===== config.mk =====
export PLATFORM = sky130hd
export DESIGN_NAME = div_unit_flat
export DESIGN_NICKNAME = d
export VERILOG_FILES = /design/src/rtl/div_if.sv /design/src/rtl/div_unit.sv /design/src/flat_wrapper.sv
export SDC_FILE = /design/constraint.sdc
export NUM_CORES = 1
export LEC_CHECK = 0
export ABC_AREA = 1
export BUFFER_PORTS_ARGS = -buffer_cell sky130_fd_sc_hd__buf_2
export CAP_MARGIN = 20
export CELL_PAD_IN_SITES_DETAIL_PLACEMENT = 0
export CELL_PAD_IN_SITES_GLOBAL_PLACEMENT = 2
export CORE_UTILIZATION = 32
export DETAILED_ROUTE_END_ITERATION = 8
export GPL_TIMING_DRIVEN = 0
export HOLD_SLACK_MARGIN = 0.03
export PLACE_DENSITY = 0.87
export SLEW_MARGIN = 20
export SYNTH_ARGS = -nofsm -noshare
export SYNTH_HDL_FRONTEND = slang
export SYNTH_SLANG_ARGS = --single-unit

===== constraint.sdc =====
create_clock -name clock -period 2.81 [get_ports clock]
set_input_delay 0.281 -clock clock [delete_from_list [all_inputs] [get_ports clock]]
set_output_delay 0.281 -clock clock [all_outputs]
set_load 0.01 [all_outputs]

===== src/rtl/div_if.sv =====
// Request/result bundle between control logic and the iterative divider.
// The div_unsigned field exists only when DIVU_EN is defined.
interface div_if #(
    parameter int WIDTH = 32
);
    logic             div_start;
    logic [WIDTH-1:0] dividend;
    logic [WIDTH-1:0] divisor;
`ifdef DIVU_EN
    logic             div_unsigned;
`endif
    logic [WIDTH-1:0] hi_out;
    logic [WIDTH-1:0] lo_out;
    logic             busy;
    logic             done;
    logic             div_zero;

    modport master (
        output div_start, dividend, divisor,
`ifdef DIVU_EN
        output div_unsigned,
`endif
        input  hi_out, lo_out, busy, done, div_zero
    );

    modport slave (
        input  div_start, dividend, divisor,
`ifdef DIVU_EN
        input  div_unsigned,
`endif
        output hi_out, lo_out, busy, done, div_zero
    );
endinterface


===== src/rtl/div_unit.sv =====
// Iterative restoring divider: quotient on lo_out, remainder on hi_out, signed by default.
// Optional macro DIVU_EN adds the div_unsigned request field (DIVU semantics).
module div_unit #(
    parameter int WIDTH = 32
) (
    input  logic  clock,
    input  logic  reset,
    div_if.slave  bus
);
    localparam int CNT_W = $clog2(WIDTH) + 1;

    typedef enum logic [1:0] {S_IDLE, S_CALC, S_FIX} state_t;

    state_t           state_q, state_d;
    logic [CNT_W-1:0] count_q, count_d;
    logic [WIDTH-1:0] rem_q, rem_d;
    logic [WIDTH-1:0] quo_q, quo_d;
    logic [WIDTH-1:0] dvs_q, dvs_d;
    logic             q_neg_q, q_neg_d;
    logic             r_neg_q, r_neg_d;
    logic [WIDTH-1:0] hi_q, hi_d;
    logic [WIDTH-1:0] lo_q, lo_d;
    logic             busy_q, busy_d;
    logic             done_q, done_d;
    logic             dz_q, dz_d;

    logic             sign_mode;
    logic [WIDTH:0]   shifted;
    logic [WIDTH:0]   diff;

    function automatic logic [WIDTH-1:0] cond_neg(input logic [WIDTH-1:0] v, input logic neg);
        return neg ? (~v + WIDTH'(1)) : v;
    endfunction

`ifdef DIVU_EN
    assign sign_mode = ~bus.div_unsigned;
`else
    assign sign_mode = 1'b1;
`endif

    // The partial remainder is always below the divisor, so the extra top bit of
    // the difference is a pure borrow flag: clear means shifted >= divisor.
    assign shifted = {rem_q, quo_q[WIDTH-1]};
    assign diff    = shifted - {1'b0, dvs_q};

    always_comb begin
        state_d = state_q;
        count_d = count_q;
        rem_d   = rem_q;
        quo_d   = quo_q;
        dvs_d   = dvs_q;
        q_neg_d = q_neg_q;
        r_neg_d = r_neg_q;
        hi_d    = hi_q;
        lo_d    = lo_q;
        busy_d  = busy_q;
        done_d  = 1'b0;
        dz_d    = 1'b0;
        case (state_q)
            S_IDLE: begin
                if (bus.div_start) begin
                    if (bus.divisor == '0) begin
                        dz_d = 1'b1;
                    end else begin
                        quo_d   = cond_neg(bus.dividend, sign_mode & bus.dividend[WIDTH-1]);
                        dvs_d   = cond_neg(bus.divisor, sign_mode & bus.divisor[WIDTH-1]);
                        rem_d   = '0;
                        count_d = CNT_W'(WIDTH);
                        q_neg_d = sign_mode & (bus.dividend[WIDTH-1] ^ bus.divisor[WIDTH-1]);
                        r_neg_d = sign_mode & bus.dividend[WIDTH-1];
                        busy_d  = 1'b1;
                        state_d = S_CALC;
                    end
                end
            end
            S_CALC: begin
                if (!diff[WIDTH]) begin
                    rem_d = diff[WIDTH-1:0];
                    quo_d = {quo_q[WIDTH-2:0], 1'b1};
                end else begin
                    rem_d = shifted[WIDTH-1:0];
                    quo_d = {quo_q[WIDTH-2:0], 1'b0};
                end
                count_d = count_q - CNT_W'(1);
                if (count_q == CNT_W'(1)) begin
                    state_d = S_FIX;
                end
            end
            S_FIX: begin
                lo_d    = cond_neg(quo_q, q_neg_q);
                hi_d    = cond_neg(rem_q, r_neg_q);
                done_d  = 1'b1;
                busy_d  = 1'b0;
                state_d = S_IDLE;
            end
            default: begin
                state_d = S_IDLE;
                busy_d  = 1'b0;
            end
        endcase
    end

    always_ff @(posedge clock) begin
        if (reset) begin
            state_q <= S_IDLE;
            count_q <= '0;
            rem_q   <= '0;
            quo_q   <= '0;
            dvs_q   <= '0;
            q_neg_q <= 1'b0;
            r_neg_q <= 1'b0;
            hi_q    <= '0;
            lo_q    <= '0;
            busy_q  <= 1'b0;
            done_q  <= 1'b0;
            dz_q    <= 1'b0;
        end else begin
            state_q <= state_d;
            count_q <= count_d;
            rem_q   <= rem_d;
            quo_q   <= quo_d;
            dvs_q   <= dvs_d;
            q_neg_q <= q_neg_d;
            r_neg_q <= r_neg_d;
            hi_q    <= hi_d;
            lo_q    <= lo_d;
            busy_q  <= busy_d;
            done_q  <= done_d;
            dz_q    <= dz_d;
        end
    end

    assign bus.hi_out   = hi_q;
    assign bus.lo_out   = lo_q;
    assign bus.busy     = busy_q;
    assign bus.done     = done_q;
    assign bus.div_zero = dz_q;
endmodule


===== src/flat_wrapper.sv =====
// flat-port wrapper written by rule: the top's interface ports become plain ports
module div_unit_flat 
#(
    parameter int WIDTH = 32
)
  (clock, reset, bus_div_start, bus_dividend, bus_divisor, bus_hi_out, bus_lo_out, bus_busy, bus_done, bus_div_zero);
  div_if #(.WIDTH(WIDTH)) bus_i ();
  input  logic clock;
  input  logic reset;
  input wire logic [$bits(bus_i.div_start)-1:0] bus_div_start;
  input wire logic [$bits(bus_i.dividend)-1:0] bus_dividend;
  input wire logic [$bits(bus_i.divisor)-1:0] bus_divisor;
  output wire logic [$bits(bus_i.hi_out)-1:0] bus_hi_out;
  output wire logic [$bits(bus_i.lo_out)-1:0] bus_lo_out;
  output wire logic [$bits(bus_i.busy)-1:0] bus_busy;
  output wire logic [$bits(bus_i.done)-1:0] bus_done;
  output wire logic [$bits(bus_i.div_zero)-1:0] bus_div_zero;
  assign bus_i.div_start = bus_div_start;
  assign bus_i.dividend = bus_dividend;
  assign bus_i.divisor = bus_divisor;
  assign bus_hi_out = bus_i.hi_out;
  assign bus_lo_out = bus_i.lo_out;
  assign bus_busy = bus_i.busy;
  assign bus_done = bus_i.done;
  assign bus_div_zero = bus_i.div_zero;
  div_unit #(.WIDTH(WIDTH)) u_core (.clock(clock), .reset(reset), .bus(bus_i));
endmodule

==> results of run 1 <==
final timing paths:
| path | cells past startpoint | slack [ps] | from | to |
|---|---|---|---|---|
| worst max-delay path | 18 | 160 | u_core.quo_q[31] | u_core.rem_q[26] |
| worst min-delay path | 3 | 130 | bus_div_start | u_core.bus.div_zero |
| worst max register to register | 18 | 160 | u_core.quo_q[31] | u_core.rem_q[26] |
| worst min register to register | 2 | 470 | u_core.count_q[5] | u_core.count_q[5] |
cells in the mapped netlist (all sizes together):
cell and n:
xor2 70, nand3b 15, dfxtp 173, nor4 5, ha 38, xnor2 24, o21bai 2, o21ai 108
o31ai 5, and3 3, nor3 28, and2 1, buf 30, nand3 163, nand2 557, clkbuf 42
nor2 222, or2 9, o22ai 22, inv 315, fa 1, nand4 21, a31oi 22, a22oi 7
a21oi 137, a21o 2, o221ai 5, o211ai 16, o2bb2ai 1, o21a 1
routing by layer:
layer | vias up | wire, um
met5 | - | 0
met4 | 0 | 477
met1 | 6164 | 24100
li1 | 6862 | -
met2 | 351 | 20400
met3 | 30 | 2420
flip-flops by register name, indices dropped and copies added (netlist names), 2 cells and up:
name and flops:
u_core.bus.lo_out 32, u_core.count_q 6, u_core.state_q 2, u_core.bus.hi_out 32
u_core.dvs_q 32, u_core.quo_q 32, u_core.rem_q 32
stage by stage:
stage	hold WS (ps)	utilization	cells	instance area [um^2]	setup slack [ps]
5_1_grt	134	0.374	2728	14400	-11.1
2_1_floorplan	434	-	2045	12500	579
3_5_place_dp	457	0.358	2694	13800	-97.6
3_3_place_gp	455	0.358	2694	13800	-110
6_report	129	0.374	2728	14400	163
4_1_cts	122	0.373	2726	14400	22.9
what timing repair did:
item / CTS / global route
endpoints found under the hold margin: 0 / 0
setup endpoints to repair: 3 / 28
gates resized for setup: 2 / 8
gates cloned: 0 / 0
setup buffers: 0 / 1
power by group:
group,total (mW),internal [mW],switching [mW],leakage [nW]
registers,3.38,2.84,0.538,1.41
clock network,2.43,1.26,1.17,0.271
logic,12.6,4.10,8.52,5.39
total,18.4,8.19,10.2,7.07
kinds of logic after synthesis:
family                   count (synthesis)  synth area share
XOR/XNOR                                94            0.0659
AO/OA/AOI/OAI                          328             0.145
adder cells (fa/ha/maj)                 39            0.0397
flip-flops                             173             0.277
AND/OR/NAND/NOR                       1024             0.349
buffers and inverters                  387             0.123
cells in the final DEF, fill, tap and decap left out, types with 43 or more instances in the layout:
| master | count |
|---|---|
| nor2_1 | 215 |
| xor2_1 | 70 |
| o21ai_0 | 103 |
| a21oi_1 | 135 |
| buf_2 | 145 |
| inv_1 | 295 |
| clkbuf_1 | 43 |
| dfxtp_1 | 172 |
| nand2_1 | 542 |
| nand3_1 | 159 |
worst min-delay path: cells and delay by family:
kind	cells	cell delay, ps
and+or+nand+nor	2	130
buffers and inverters	1	130
cell type report:
cell class / count / area, um^2
buffer: 72 / 359
clock buffer: 18 / 429
clock inverter: 14 / 151
fill: 4419 / 24100
inverter: 315 / 1180
multi-input combinational: 1485 / 7530
sequential: 173 / 3460
tap: 518 / 648
timing repair buffer: 133 / 671
==> flow_summary_export.csv, run 1 <==
group,metric,value,unit
outcome,status,"complete, no violations",
routing,ant_nets,0,
clock_tree,cts_hold_buf,0,
sta,fin_crit_sh,0.942,
cells_and_area,drive_gt1_frac,0.112,
cells_and_area,nets,2303,
synth,ys_ff_latch,173,
routing,drc,0,
hold_path,hp-class,"input pin to register",
sta,final.min_clock_period,2650,ps
clock_tree,cts-root-buf,"clkbuf_16",
grt,grt_use_met2,0.364,
clock_tree,clk_pin_slew_worst_paths,70,ps
synth,synth_top_cell_area_share,0.277,
placed_design,portBuffers,131,
grt,first_global_vias,12297,
grt,busiest_layer,"met2",
synth,ys_warn_count,0,
routing,avgRoutedWirePerCell,17.4,um
synth,yosys.area.top_type,"dfxtp_1",
clock_tree,cts.path.max_buffers,2,
die,core_area,38600,um^2
setup_path,crit_type,"register to register",
routing,drt_wl_total,47.4,mm
grt,grt_antenna_before_repair,2,
routing,drtIter0Drc,1222,
synth,mappedNetlistArea,12500,um^2
clock_tree,cts.sinks,173,
synth,synth_nets,2151,
cells_and_area,num_antenna_cells,0,
grt,met3_usage,0.0305,
cells_and_area,syn_to_final_growth,15.6,%
setup_path,worstSetupEndpointType,"register",
setup_path,cpPeakStageDelay,410,ps
sta,finalSetupViolCount,0,
synth,yosysSeqAreaShare,0.277,
synth,postSynthCellCount,2045,
die,rows,72,
grt,grt_pass1_wl,71.6,mm
setup_path,start_kind,"register",
setup_path,cp.required,3120,ps
setup_path,crit_family,"simple AND/OR/NAND/NOR gates",
sta,worstMarginPinSlew,869,ps
sta,finalHoldViolations,0,
routing,viasPerCell,4.91,
power,total_power,18.4,mW
setup_path,crit_buf_inv,3,
synth,avgSynthCellArea,6.11,um^2
sta,relSlewSlack,0.421,
placed_design,globalplace.congestion,0.910,
die,die-area,39800,um^2
die,die_w,200,um
power,leakage,7.07,nW
setup_path,path_max_fanout,10,
sta,tns,0,ps
setup_path,critPathSlowestCell,"fa_1",
grt,grt_usage,0.239,
grt,grt_max_degree,18,
clock_tree,cts_tree,"yes",
clock_tree,cts_inserted_buffers,17,
sta,skew,17.6,ps
die,dieHeight,200,um
synth,synth_area_leaders,"dfxtp_1 28%, nand2_1 16%, inv_1 8.9%, nor2_1 6.5%, nand3_1 6.4%",
synth,ys_types,47,
grt,grt_overflow,0,
routing,dr_total_vias,13407,
clock_tree,worstSkewPairLatency,450,ps
setup_path,crit_chain,"inv_1, ha_1, fa_1, inv_1, nand2_1, nand2_2, nand3_1, nand2_2, nand2_1, nand2_2, nand2_4, nand2_4, nand2_8, nand2_8, buf_6, nand2_1, nand3_1, a21oi_1",
die,start_util,0.324,
routing,drt-pass1-iter-count,5,
run,drv_cap,0,
sta,max_freq,378,MHz
placed_design,dp_hpwl,39.0,mm
clock_tree,htreeDepth,4,
power,power.density,1280,nW/um^2
sta,finalMaxSlewViolations,0,
grt,gr-usage-met1,0.355,
setup_path,critPathArrivalTime,2960,ps
die,io_pins,134,
power,max-vdd-ir-drop,0.555,mV
(Power assumes the default switching activity.)
==> inputs of run 2 (changes only) <==
clock period = 2.5 ns   (was 2.81 ns; I/O delays follow)
==> run 2 against run 1 <==
  * Clock power up 12%
  * Critical endpoint is now u_core.rem_q[8]
  * First-iteration DRC count up 4.5%
  * Power up 19%
==> flow_summary_export.csv, run 2 (same netlist as run 1, synthesis figures left out) <==
group,metric,value,unit
outcome,status,"complete, no violations",
setup_path,worstSetupEndpointType,"register",
cells_and_area,multi_input_area,7620,um^2
setup_path,r2r-start,"u_core.quo_q[31]",
cells_and_area,post-route-util,0.381,
setup_path,start_kind,"register",
cells_and_area,syn_to_final_growth,17.4,%
sta,worst_slack,86.8,ps
grt,first_global_vias,12309,
clock_tree,cts-root-buf,"clkbuf_16",
grt,busiest_layer,"met2",
routing,dr_total_vias,13497,
setup_path,r2r_cells,18,
grt,met3_usage,0.0305,
sta,final.min_clock_period,2410,ps
clock_tree,htreeDepth,4,
placed_design,globalplace.congestion,0.910,
setup_path,r2r-end,"u_core.rem_q[8]",
hold_path,hold_start,"bus_div_start",
sta,skew,14.0,ps
grt,grt_use_met2,0.366,
clock_tree,cts.path.max_buffers,2,
hold_path,min_to,"u_core.bus.div_zero",
cells_and_area,register_area,3480,um^2
routing,drt_wl_total,47.9,mm
grt,grt_pass1_wl,71.7,mm
setup_path,path_max_fanout,8,
clock_tree,cts_inserted_buffers,17,
sta,worstMarginPinSlew,884,ps
setup_path,cp.required,2820,ps
sta,relSlewSlack,0.411,
clock_tree,cts_hold_buf,0,
cells_and_area,stdcell_area,14700,um^2
power,max-vdd-ir-drop,0.694,mV
cells_and_area,nets,2315,
setup_path,crit_chain,"inv_4, ha_4, fa_2, inv_2, nand2_2, nand2_2, nand3_2, nand2_2, nand2_2, nand2_2, nand2_4, nand2_4, nand2_8, nand2_8, clkbuf_16, nand2_1, nand3_1, a21oi_2",
power,power.density,1490,nW/um^2
clock_tree,clk_pin_slew_worst_paths,70,ps
routing,avgRoutedWirePerCell,17.5,um
grt,grt_antenna_before_repair,2,
cells_and_area,drive_gt1_frac,0.133,
routing,drtIter0Drc,1277,
setup_path,rrSetupSlack,90,ps
routing,drc,0,
grt,grt_overflow,0,
setup_path,path_common_cell,"nand2_2",
cells_and_area,n_fill_cell,4396,
clock_tree,cts.sinks,173,
sta,timing.hold.ws,100,ps
clock_tree,cts_tree,"yes",
sta,finalHoldViolations,0,
sta,max_freq,414,MHz
die,start_util,0.324,
routing,viasPerCell,4.92,
sta,finalMaxSlewViolations,0,
placed_design,portBuffers,131,
sta,fin_crit_sh,0.965,
setup_path,crit_type,"register to register",
sta,rsz0062_at_grt,"yes",
die,core_area,38600,um^2
setup_path,critPathSlowestCell,"fa_2",
die,die_w,200,um
placed_design,pre_cts_slack,-408,ps
grt,grt_usage,0.240,
grt,gr-usage-met1,0.356,
setup_path,critPathArrivalTime,2730,ps
die,dieHeight,200,um
die,io_pins,134,
routing,drt-pass1-iter-count,6,
clock_tree,worstSkewPairLatency,450,ps
placed_design,dp_hpwl,39.0,mm
power,leakage,7.16,nW
grt,grt_max_degree,18,
sta,finalSetupViolCount,0,
cells_and_area,layout_commonest_cell,"nand2_1",
placed_design,dpl_cell_area,13800,um^2
setup_path,cpPeakStageDelay,400,ps
routing,ant_nets,0,
run,drv_cap,0,
hold_path,hp-class,"input pin to register",
cells_and_area,final_cell_mix,"538 x nand2_1, 289 x inv_1, 213 x nor2_1",
hold_path,worstHoldPathCells,3,
die,rows,72,
die,die-area,39800,um^2
[run 2: through the flow]
stage,TNS [ps],power [mW],instances
4_1_cts,0,20.8,2730
5_1_grt,-169,23.8,2740
2_1_floorplan,0,13.8,2045
6_report,0,21.9,2741
3_3_place_gp,-6530,17.6,2694
3_5_place_dp,-6610,17.6,2694
[run 2: how the worst max path moves through the flow]
| stage | from | endpoint | slack, ps | cells after the start |
|---|---|---|---|---|
| 3_5_place_dp | u_core.quo_q[31] | u_core.rem_q[31] | -410 | 17 |
| 3_3_place_gp | u_core.quo_q[31] | u_core.rem_q[31] | -420 | 17 |
| 4_1_cts | u_core.dvs_q[27] | u_core.rem_q[31] | 10 | 12 |
| 2_1_floorplan | u_core.quo_q[31] | u_core.rem_q[5] | 270 | 18 |
| 5_1_grt | u_core.quo_q[31] | u_core.rem_q[8] | -30 | 18 |
| 6_report | u_core.quo_q[31] | u_core.rem_q[8] | 90 | 18 |
[run 2: layout make-up]
| class | count | area share |
|---|---|---|
| clock inverter | 14 | 0.0103 |
| timing repair buffer | 145 | 0.0544 |
| antenna | 1 | 0.000171 |
| multi-input combinational | 1485 | 0.519 |
| clock buffer | 18 | 0.0292 |
| tap | 518 | 0.0442 |
| sequential | 173 | 0.237 |
| inverter | 315 | 0.0808 |
| buffer | 72 | 0.0248 |
[run 2: critical path, delay by kind of cell, from the launching register on]
family | cells | cell delay (ps)
and+or+nand+nor | 12 | 1030
adders and majority gates | 2 | 560
DFF | 1 | 350
buffers and inverters | 3 | 280
AOI/OAI and AO/OA | 1 | 50
[run 2: routing by layer]
layer	share of wire	up-vias
met4	0.011	0
met5	0	-
met1	0.51	6225
met3	0.052	33
met2	0.43	355
li1	-	6884
[run 2: where the power goes]
part / leakage, nW / internal, mW / switching (mW)
Sequential: 1.41 / 3.20 / 0.610
Combinational: 5.48 / 5.37 / 9.93
Clock: 0.271 / 1.41 / 1.32
Total: 7.16 / 9.99 / 11.9
[run 2: repair_timing]
action / 4_1_cts / 5_1_grt
endpoints found under the setup margin: 35 / 37
pin swaps: 3 / 7
cloned: 0 / 2
resized for setup: 14 / 42
setup buffers: 4 / 8
